===== config.mk =====
export PLATFORM = sky130hd
export DESIGN_NAME = alt_mem_ddrx_ecc_scrub_ctrl
export DESIGN_NICKNAME = d
export VERILOG_FILES = /design/src/rtl/alt_mem_ddrx_ecc_pkg.sv /design/src/rtl/alt_mem_ddrx_ecc_scrub_fifo.sv /design/src/rtl/alt_mem_ddrx_ecc_scrub_ctrl.sv
export SDC_FILE = /design/constraint.sdc
export NUM_CORES = 1
export LEC_CHECK = 0
export ABC_AREA = 1
export CAP_MARGIN = 20
export CELL_PAD_IN_SITES_DETAIL_PLACEMENT = 0
export CELL_PAD_IN_SITES_GLOBAL_PLACEMENT = 1
export CORE_MARGIN = 2
export CORE_UTILIZATION = 30
export CTS_BUF_LIST = sky130_fd_sc_hd__clkbuf_8 sky130_fd_sc_hd__clkbuf_16
export CTS_CLUSTER_SIZE = 30
export DETAILED_ROUTE_END_ITERATION = 8
export MAX_ROUTING_LAYER = met4
export PLACE_DENSITY = 0.65
export SYNTH_ARGS = -nofsm -noshare
export SYNTH_HDL_FRONTEND = slang
export SYNTH_SLANG_ARGS = --single-unit
export TNS_END_PERCENT = 100

===== constraint.sdc =====
create_clock -name ctl_clk -period 6.03 [get_ports ctl_clk]
set_input_delay 1.206 -clock ctl_clk [delete_from_list [all_inputs] [get_ports ctl_clk]]
set_output_delay 1.206 -clock ctl_clk [all_outputs]
set_load 0.005 [all_outputs]

===== src/rtl/alt_mem_ddrx_ecc_pkg.sv =====
// Shared types for the ECC scrub controller: FSM encoding, queue entry layout
// and the saturating counter helper. Widths here must track the top's CFG_* defaults.
package alt_mem_ddrx_ecc_pkg;

    localparam int ECC_ADDR_WIDTH = 32;
    localparam int ECC_DATA_WIDTH = 64;
    localparam int ECC_CNT_WIDTH  = 16;

    typedef enum logic [1:0] {
        SCRUB_IDLE    = 2'd0,
        SCRUB_ISSUE   = 2'd1,
        SCRUB_HOLDOFF = 2'd2
    } scrub_state_e;

    typedef struct packed {
        logic [ECC_ADDR_WIDTH-1:0] addr;
        logic [ECC_DATA_WIDTH-1:0] data;
    } scrub_entry_t;

    function automatic logic [ECC_CNT_WIDTH-1:0] sat_inc(input logic [ECC_CNT_WIDTH-1:0] v);
        return (&v) ? v : v + 1'b1;
    endfunction

endpackage


===== src/rtl/alt_mem_ddrx_ecc_scrub_fifo.sv =====
// Synchronous scrub queue; a push into a full queue is accepted when a pop happens
// in the same cycle. Also exposes the address of the most recently pushed entry.
module alt_mem_ddrx_ecc_scrub_fifo
    import alt_mem_ddrx_ecc_pkg::*;
#(
    parameter int DEPTH = 4
) (
    input  logic                      ctl_clk,
    input  logic                      ctl_reset,
    input  logic                      push,
    input  scrub_entry_t              push_data,
    input  logic                      pop,
    output scrub_entry_t              head_data,
    output logic [ECC_ADDR_WIDTH-1:0] tail_addr,
    output logic                      full,
    output logic                      empty
);

    localparam int PTR_W = $clog2(DEPTH);

    scrub_entry_t     mem [DEPTH];
    logic [PTR_W-1:0] wr_ptr;
    logic [PTR_W-1:0] rd_ptr;
    logic [PTR_W:0]   count;
    logic             do_push;
    logic             do_pop;

    assign full      = (count == (PTR_W+1)'(DEPTH));
    assign empty     = (count == '0);
    assign do_pop    = pop & ~empty;
    assign do_push   = push & (~full | do_pop);
    assign head_data = mem[rd_ptr];
    assign tail_addr = mem[wr_ptr - 1'b1].addr;

    // NOTE: storage is not reset; only the pointers define which entries are live.
    always_ff @(posedge ctl_clk) begin
        if (do_push)
            mem[wr_ptr] <= push_data;
    end

    always_ff @(posedge ctl_clk) begin
        if (ctl_reset) begin
            wr_ptr <= '0;
            rd_ptr <= '0;
            count  <= '0;
        end else begin
            if (do_push)
                wr_ptr <= wr_ptr + 1'b1;
            if (do_pop)
                rd_ptr <= rd_ptr + 1'b1;
            case ({do_push, do_pop})
                2'b10:   count <= count + 1'b1;
                2'b01:   count <= count - 1'b1;
                default: count <= count;
            endcase
        end
    end

endmodule


===== src/rtl/alt_mem_ddrx_ecc_scrub_ctrl.sv =====
// ECC read-return error accounting and scrub write-back scheduler.
// Optional `define ALT_MEM_DDRX_ECC_SCRUB_DEDUP_EN drops SBE pushes that repeat the newest queued address.
module alt_mem_ddrx_ecc_scrub_ctrl
    import alt_mem_ddrx_ecc_pkg::*;
#(
    parameter int CFG_LOCAL_ADDR_WIDTH = ECC_ADDR_WIDTH,
    parameter int CFG_ECC_DATA_WIDTH   = ECC_DATA_WIDTH,
    parameter int CFG_ERR_CNT_WIDTH    = ECC_CNT_WIDTH,
    parameter int CFG_SCRUB_FIFO_DEPTH = 4,
    parameter int CFG_HOLDOFF_WIDTH    = 8
) (
    input  logic                            ctl_clk,
    input  logic                            ctl_reset,
    input  logic                            cfg_enable_ecc,
    input  logic                            cfg_enable_auto_corr,
    input  logic                            cfg_sbe_irq_en,
    input  logic [CFG_HOLDOFF_WIDTH-1:0]    cfg_scrub_holdoff,
    input  logic                            clr_status,
    input  logic                            rd_valid,
    input  logic [CFG_LOCAL_ADDR_WIDTH-1:0] rd_addr,
    input  logic [CFG_ECC_DATA_WIDTH-1:0]   rd_data,
    input  logic                            rd_err_sbe,
    input  logic                            rd_err_fatal,
    output logic                            scrub_req_valid,
    input  logic                            scrub_req_ready,
    output logic [CFG_LOCAL_ADDR_WIDTH-1:0] scrub_req_addr,
    output logic [CFG_ECC_DATA_WIDTH-1:0]   scrub_req_data,
    output logic [CFG_ERR_CNT_WIDTH-1:0]    sbe_count,
    output logic [CFG_ERR_CNT_WIDTH-1:0]    dbe_count,
    output logic                            err_addr_valid,
    output logic [CFG_LOCAL_ADDR_WIDTH-1:0] err_addr,
    output logic                            err_addr_fatal,
    output logic                            err_irq,
    output logic                            scrub_overflow
);

    scrub_state_e                   state;
    logic [CFG_HOLDOFF_WIDTH-1:0]   holdoff_cnt;
    logic                           is_sbe, is_fatal, is_err;
    logic                           push_req, pop, dup_hit;
    logic                           fifo_full, fifo_empty;
    scrub_entry_t                   push_entry, head_entry;
    logic [ECC_ADDR_WIDTH-1:0]      tail_addr;
    logic [CFG_ERR_CNT_WIDTH-1:0]   sbe_next, dbe_next;
    logic                           cap_valid_next, cap_fatal_next, irq_next, ovf_next;
    logic [CFG_LOCAL_ADDR_WIDTH-1:0] cap_addr_next;

    // Fatal dominates when the decoder flags both error kinds on one beat.
    assign is_fatal = rd_valid & cfg_enable_ecc & rd_err_fatal;
    assign is_sbe   = rd_valid & cfg_enable_ecc & rd_err_sbe & ~rd_err_fatal;
    assign is_err   = is_sbe | is_fatal;

`ifdef ALT_MEM_DDRX_ECC_SCRUB_DEDUP_EN
    assign dup_hit = ~fifo_empty & (tail_addr == rd_addr);
`else
    logic unused_tail;
    assign unused_tail = ^tail_addr;
    assign dup_hit     = 1'b0;
`endif

    assign push_req        = is_sbe & cfg_enable_auto_corr & ~dup_hit;
    assign pop             = (state == SCRUB_ISSUE) & scrub_req_ready;
    assign push_entry.addr = rd_addr;
    assign push_entry.data = rd_data;

    alt_mem_ddrx_ecc_scrub_fifo #(
        .DEPTH (CFG_SCRUB_FIFO_DEPTH)
    ) u_scrub_fifo (
        .ctl_clk   (ctl_clk),
        .ctl_reset (ctl_reset),
        .push      (push_req),
        .push_data (push_entry),
        .pop       (pop),
        .head_data (head_entry),
        .tail_addr (tail_addr),
        .full      (fifo_full),
        .empty     (fifo_empty)
    );

    // NOTE: every value is defaulted before any conditional update so no latch is inferred.
    always_comb begin
        sbe_next       = clr_status ? '0 : sbe_count;
        dbe_next       = clr_status ? '0 : dbe_count;
        cap_valid_next = clr_status ? 1'b0 : err_addr_valid;
        cap_addr_next  = clr_status ? '0 : err_addr;
        cap_fatal_next = clr_status ? 1'b0 : err_addr_fatal;
        irq_next       = clr_status ? 1'b0 : err_irq;
        ovf_next       = clr_status ? 1'b0 : scrub_overflow;
        if (is_sbe)
            sbe_next = sat_inc(sbe_next);
        if (is_fatal)
            dbe_next = sat_inc(dbe_next);
        if (is_err && !cap_valid_next) begin
            cap_valid_next = 1'b1;
            cap_addr_next  = rd_addr;
            cap_fatal_next = is_fatal;
        end
        if (is_fatal || (is_sbe && cfg_sbe_irq_en))
            irq_next = 1'b1;
        if (push_req && fifo_full && !pop)
            ovf_next = 1'b1;
    end

    always_ff @(posedge ctl_clk) begin
        if (ctl_reset) begin
            sbe_count      <= '0;
            dbe_count      <= '0;
            err_addr_valid <= 1'b0;
            err_addr       <= '0;
            err_addr_fatal <= 1'b0;
            err_irq        <= 1'b0;
            scrub_overflow <= 1'b0;
        end else begin
            sbe_count      <= sbe_next;
            dbe_count      <= dbe_next;
            err_addr_valid <= cap_valid_next;
            err_addr       <= cap_addr_next;
            err_addr_fatal <= cap_fatal_next;
            err_irq        <= irq_next;
            scrub_overflow <= ovf_next;
        end
    end

    // Request outputs are loaded on entry to ISSUE and held until the handshake.
    always_ff @(posedge ctl_clk) begin
        if (ctl_reset) begin
            state           <= SCRUB_IDLE;
            holdoff_cnt     <= '0;
            scrub_req_valid <= 1'b0;
            scrub_req_addr  <= '0;
            scrub_req_data  <= '0;
        end else begin
            case (state)
                SCRUB_IDLE: begin
                    if (!fifo_empty) begin
                        state           <= SCRUB_ISSUE;
                        scrub_req_valid <= 1'b1;
                        scrub_req_addr  <= head_entry.addr;
                        scrub_req_data  <= head_entry.data;
                    end
                end
                SCRUB_ISSUE: begin
                    if (scrub_req_ready) begin
                        scrub_req_valid <= 1'b0;
                        scrub_req_addr  <= '0;
                        scrub_req_data  <= '0;
                        if (cfg_scrub_holdoff == '0) begin
                            state <= SCRUB_IDLE;
                        end else begin
                            holdoff_cnt <= cfg_scrub_holdoff;
                            state       <= SCRUB_HOLDOFF;
                        end
                    end
                end
                SCRUB_HOLDOFF: begin
                    if (holdoff_cnt <= CFG_HOLDOFF_WIDTH'(1)) begin
                        holdoff_cnt <= '0;
                        state       <= SCRUB_IDLE;
                    end else begin
                        holdoff_cnt <= holdoff_cnt - 1'b1;
                    end
                end
                default: state <= SCRUB_IDLE;
            endcase
        end
    end

endmodule


==> impl_results.rst <==
.. list-table::
   :header-rows: 1

   * - Metric
     - Value
   * - Run status
     - finished, final reports clean
   * - Final weighted congestion in routability-driven placement
     - 0.802
   * - Die area
     - 75,600 um^2
   * - Area fraction of the dominant cell type after synthesis
     - 52.3%
   * - Die width
     - 275 um
   * - Crit-path cells
     - clkdlybuf4s50_1 > nand4_1 > buf_4 > nor2_1 > o31ai_2 > buf_4 > nor2_4 > buf_12
   * - Path category of the worst min-delay check
     - register to register
   * - Net count, final
     - 2,393
   * - Setup crit start kind
     - primary input
   * - Final-report max-slew violation count
     - 0
   * - Global-route wire length before repair
     - 90.8 mm
   * - Fill count
     - 7,031
   * - Vias in the first global route
     - 15.4k
   * - Largest cells by area after synthesis
     - sky130_fd_sc_hd__edfxtp_1, sky130_fd_sc_hd__dfxtp_1, sky130_fd_sc_hd__nor2_1
   * - Total Neg Setup Slack
     - 0 ps
   * - Critical path start-end classification
     - primary input to register
   * - Global routing usage summed across all routing layers
     - 16.1%
   * - Post-synthesis to final-layout area growth
     - 26.7%
   * - Power per cell area
     - 302 nW/um^2
   * - Minimum clock period
     - 3310 ps
   * - Kind of end point of the critical path
     - register
   * - Slew of the pin with the lowest slew margin
     - 1070 ps
   * - Arr. time, crit path
     - 3610 ps
   * - Cell family with most CP delay
     - buffers and inverters
   * - Setup ws final
     - 2720 ps
   * - Worst VDD drop
     - 212 uV
   * - Max-capacitance violation count
     - 0
   * - Number of antenna violations at the first check in global routing
     - 4
   * - TritonCTS Buffers
     - 61
   * - Worst max-slew margin expressed relative to the limit
     - 28.5%
   * - Drt initial violations
     - 1,025
   * - Maximum level of the CTS H-tree
     - 2
   * - Logic depth of the worst register-to-register path
     - 6
   * - Proportion of synthesized chip area in sequential cells
     - 69.1%
   * - Initial core utilization
     - 30.2%
   * - Routed length per placed instance
     - 18.5 um
   * - Area of combinational cells with multiple inputs
     - 6020 um^2
   * - Count of buffer and inverter cells on the critical path
     - 4
   * - Postcts setup bufs
     - 0
   * - Number of unique standard cell types used by synthesis
     - 34
   * - Slowest library cell on the worst path
     - sky130_fd_sc_hd__nor2_4
   * - Final cycle utilization of the critical path
     - 54.9%
   * - Startpoint of the most critical setup path
     - rd_valid
   * - Endpoint of the most critical register-to-register path
     - scrub_req_addr[6]$_SDFFE_PP0P_
   * - Router iterations before antenna repair
     - 5
   * - CTS tree
     - done
   * - Cell seen most often among critical-path stages
     - sky130_fd_sc_hd__buf_4
   * - Clock tree buffer depth
     - 3
   * - Setup slack of the most critical reg-to-reg path
     - 2920 ps
   * - Last element of the critical path
     - u_scrub_fifo.mem[3][57]$_DFFE_PP_
   * - Share of cells above drive strength 1
     - 6.55%
   * - Global-route congestion overflow total
     - 0
   * - Syn Std Cell Area
     - 22,000 um^2
   * - Total DRC errors in the routed layout
     - 0
   * - Post-Synthesis Cells
     - 2,023
   * - Clock Latency Late Sink
     - 620 ps
   * - Area used by sequential logic in the layout
     - 15,200 um^2
   * - Post-CTS resize count
     - 0
   * - Leakage
     - 0.00931 uW
   * - Avg Inst Size Synth
     - 10.9 um^2
   * - Synth warn
     - 0
   * - Clk Tree Root Cell
     - sky130_fd_sc_hd__clkbuf_16
   * - Number of hold-repair buffers added at the cts stage
     - 0
   * - Vias per Instance
     - 4.80
   * - Routed Wire Length
     - 60.7 mm
   * - Clock skew after layout
     - 24.7 ps
   * - Leading area contributor after synthesis
     - sky130_fd_sc_hd__edfxtp_1
   * - Hold Fails Final Rpt
     - 0
   * - Height of the chip
     - 275 um
   * - Setup repair after global routing missed its margin
     - no
   * - Maximum number of pins on one net before global-route repair
     - 127
   * - Setup slack after placement
     - 2040 ps
   * - Minimum hold slack
     - 464 ps
   * - Total number of cells along the worst setup path
     - 8
   * - Upper clock frequency limit
     - 0.302 GHz
   * - Utilization of the core after routing
     - 38.3%
   * - Num Clock Sinks
     - 568
   * - Half-perimeter wire length after detailed placement
     - 36.4 mm
   * - Top-level port count
     - 279
   * - Required arrival time at the worst endpoint
     - 6330 ps
   * - Number of cell rows
     - 99
   * - Largest fanout of any net on the critical path
     - 27
   * - Antenna Nets Post-Route
     - 0
   * - Placeable core area
     - 72,800 um^2
   * - Synth Net Count
     - 2,147
   * - Post-CTS clock slew at the launch and capture registers of the worst setup and hold paths
     - 60 ps
   * - Overall via count from detail_route
     - 15.8k
   * - Total of flip-flops plus latches after synthesis
     - 568
   * - Port Buf Inserts
     - 278
   * - Crit path largest cell delay
     - 770 ps
   * - Finish-stage setup viols
     - 0
==> worst register-to-register path, cell delays in order, from the launching register on <==
cell	delay, ps
sky130_fd_sc_hd__dfxtp_4	680
sky130_fd_sc_hd__buf_4	710
sky130_fd_sc_hd__buf_4	790
sky130_fd_sc_hd__nor2_1	170
sky130_fd_sc_hd__o32ai_1	450
sky130_fd_sc_hd__nand2_1	100
sky130_fd_sc_hd__a21oi_1	150
==> kinds of logic after synthesis <==
family,count (synthesis),share of synthesized area (%)
AOI/OAI and AO/OA,393,10.6
DFF,568,69.1
buffers and inverters,198,3.73
xor gates and xnor gates,14,0.557
adders and majority gates,10,0.602
and+or+nand+nor,840,15.4
==> placed cells by master (no fill, tap or decap), drive strengths merged <==
| cell | Yosys | layout |
|---|---|---|
| a21oi | 159 | 159 |
| a31oi | 1 | 1 |
| buf | 46 | 27 |
| bufinv | 0 | 6 |
| clkbuf | 75 | 72 |
| clkdlybuf4s50 | 0 | 277 |
| clkinv | 3 | 22 |
| clkinvlp | 0 | 1 |
| dfxtp | 184 | 184 |
| diode | 0 | 4 |
| edfxtp | 384 | 384 |
| fa | 1 | 1 |
| ha | 9 | 9 |
| inv | 74 | 92 |
| nand2 | 309 | 309 |
| nand3 | 109 | 109 |
| nand4 | 9 | 9 |
| nor2 | 406 | 406 |
| nor3 | 6 | 6 |
| o21a | 1 | 1 |
| o21ai | 134 | 134 |
| o21bai | 1 | 1 |
| o31ai | 1 | 1 |
| o32ai | 96 | 96 |
| or2 | 1 | 1 |
| xnor2 | 4 | 4 |
| xor2 | 10 | 10 |
==> layout make-up <==
| cell class | count | share of cell area, % |
|---|---|---|
| repair buffers | 304 | 11.0 |
| flip-flops and latches | 568 | 54.5 |
| clock inverters | 44 | 1.29 |
| clock buffers | 72 | 6.21 |
| multi-input cells | 1257 | 21.6 |
| diodes | 4 | 0.0359 |
| well taps | 959 | 4.30 |
| inverters | 77 | 1.05 |
==> metal layers <==
| metal | global-route usage (%) | part of all wire [%] | up-vias |
|---|---|---|---|
| met1 | 20.6 | 45 | 7675 |
| met3 | 3.15 | 5.9 | 87 |
| met5 | - | 0 | - |
| li1 | - | - | 7584 |
| met4 | 3.93 | 1.8 | 0 |
| met2 | 26.2 | 48 | 406 |
==> cell usage after synthesis <==
cell	instances
sky130_fd_sc_hd__buf_4	7
sky130_fd_sc_hd__o21bai_1	1
sky130_fd_sc_hd__inv_2	3
sky130_fd_sc_hd__a21oi_1	159
sky130_fd_sc_hd__nor2_2	9
sky130_fd_sc_hd__o21ai_1	2
sky130_fd_sc_hd__edfxtp_1	384
sky130_fd_sc_hd__o21a_1	1
sky130_fd_sc_hd__nand2_2	1
sky130_fd_sc_hd__buf_1	3
sky130_fd_sc_hd__fa_1	1
sky130_fd_sc_hd__clkinv_1	3
sky130_fd_sc_hd__nor2_1	394
sky130_fd_sc_hd__or2_4	1
sky130_fd_sc_hd__buf_6	1
sky130_fd_sc_hd__buf_2	35
sky130_fd_sc_hd__o32ai_1	96
sky130_fd_sc_hd__nor2_4	3
sky130_fd_sc_hd__clkbuf_1	75
sky130_fd_sc_hd__o31ai_2	1
sky130_fd_sc_hd__ha_1	9
sky130_fd_sc_hd__dfxtp_1	184
sky130_fd_sc_hd__nand3_2	2
sky130_fd_sc_hd__nand2_1	308
sky130_fd_sc_hd__nand4_1	9
sky130_fd_sc_hd__o21ai_0	132
sky130_fd_sc_hd__xnor2_1	4
sky130_fd_sc_hd__nor3_2	1
sky130_fd_sc_hd__nor3_1	4
sky130_fd_sc_hd__nand3_1	107
sky130_fd_sc_hd__xor2_1	10
sky130_fd_sc_hd__nor3_4	1
sky130_fd_sc_hd__a31oi_1	1
sky130_fd_sc_hd__inv_1	71
==> how the worst min path moves through the flow <==
stage | to | cells past startpoint | start | slack (ps)
CTS | register | 2 | u_scrub_fifo.rd_ptr[1]$_SDFFE_PP0P_ | 470
detailed placement | register | 2 | u_scrub_fifo.rd_ptr[1]$_SDFFE_PP0P_ | 460
global route | scrub_req_data[7]$_SDFFE_PP0P_ | 2 | scrub_req_data[7]$_SDFFE_PP0P_ | 480
global placement | register | 2 | u_scrub_fifo.rd_ptr[1]$_SDFFE_PP0P_ | 440
finish | scrub_req_data[47]$_SDFFE_PP0P_ | 2 | scrub_req_data[47]$_SDFFE_PP0P_ | 460
floorplan | register | 2 | u_scrub_fifo.rd_ptr[1]$_SDFFE_PP0P_ | 440
==> sequential cells by signal, indices dropped and copies added, names as in the netlist, named ones only <==
register,flops
u_scrub_fifo.count,3
err_irq,1
err_addr_fatal,1
u_scrub_fifo.rd_ptr,2
err_addr_valid,1
scrub_req_valid,1
state,2
holdoff_cnt,8
dbe_count,16
scrub_req_data,64
u_scrub_fifo.mem,384
u_scrub_fifo.wr_ptr,2
scrub_req_addr,32
err_addr,32
scrub_overflow,1
sbe_count,16
==> power breakdown <==
group | switching (uW) | internal [uW] | total, uW
combinational | 200 | 163 | 364
clock | 1540 | 2290 | 3830
sequential | 27.1 | 4190 | 4220
total | 1770 | 6650 | 8420
==> stage by stage <==
step,cells,instance area [um^2],power (uW)
3_5_place_dp,3164,25800,4670
5_1_grt,3284,27900,8720
4_1_cts,3280,27900,8530
6_report,3285,27900,8420
3_3_place_gp,3163,25800,4670
2_1_floorplan,2023,22000,4440
No activity file was read; power rests on OpenSTA's default activity.
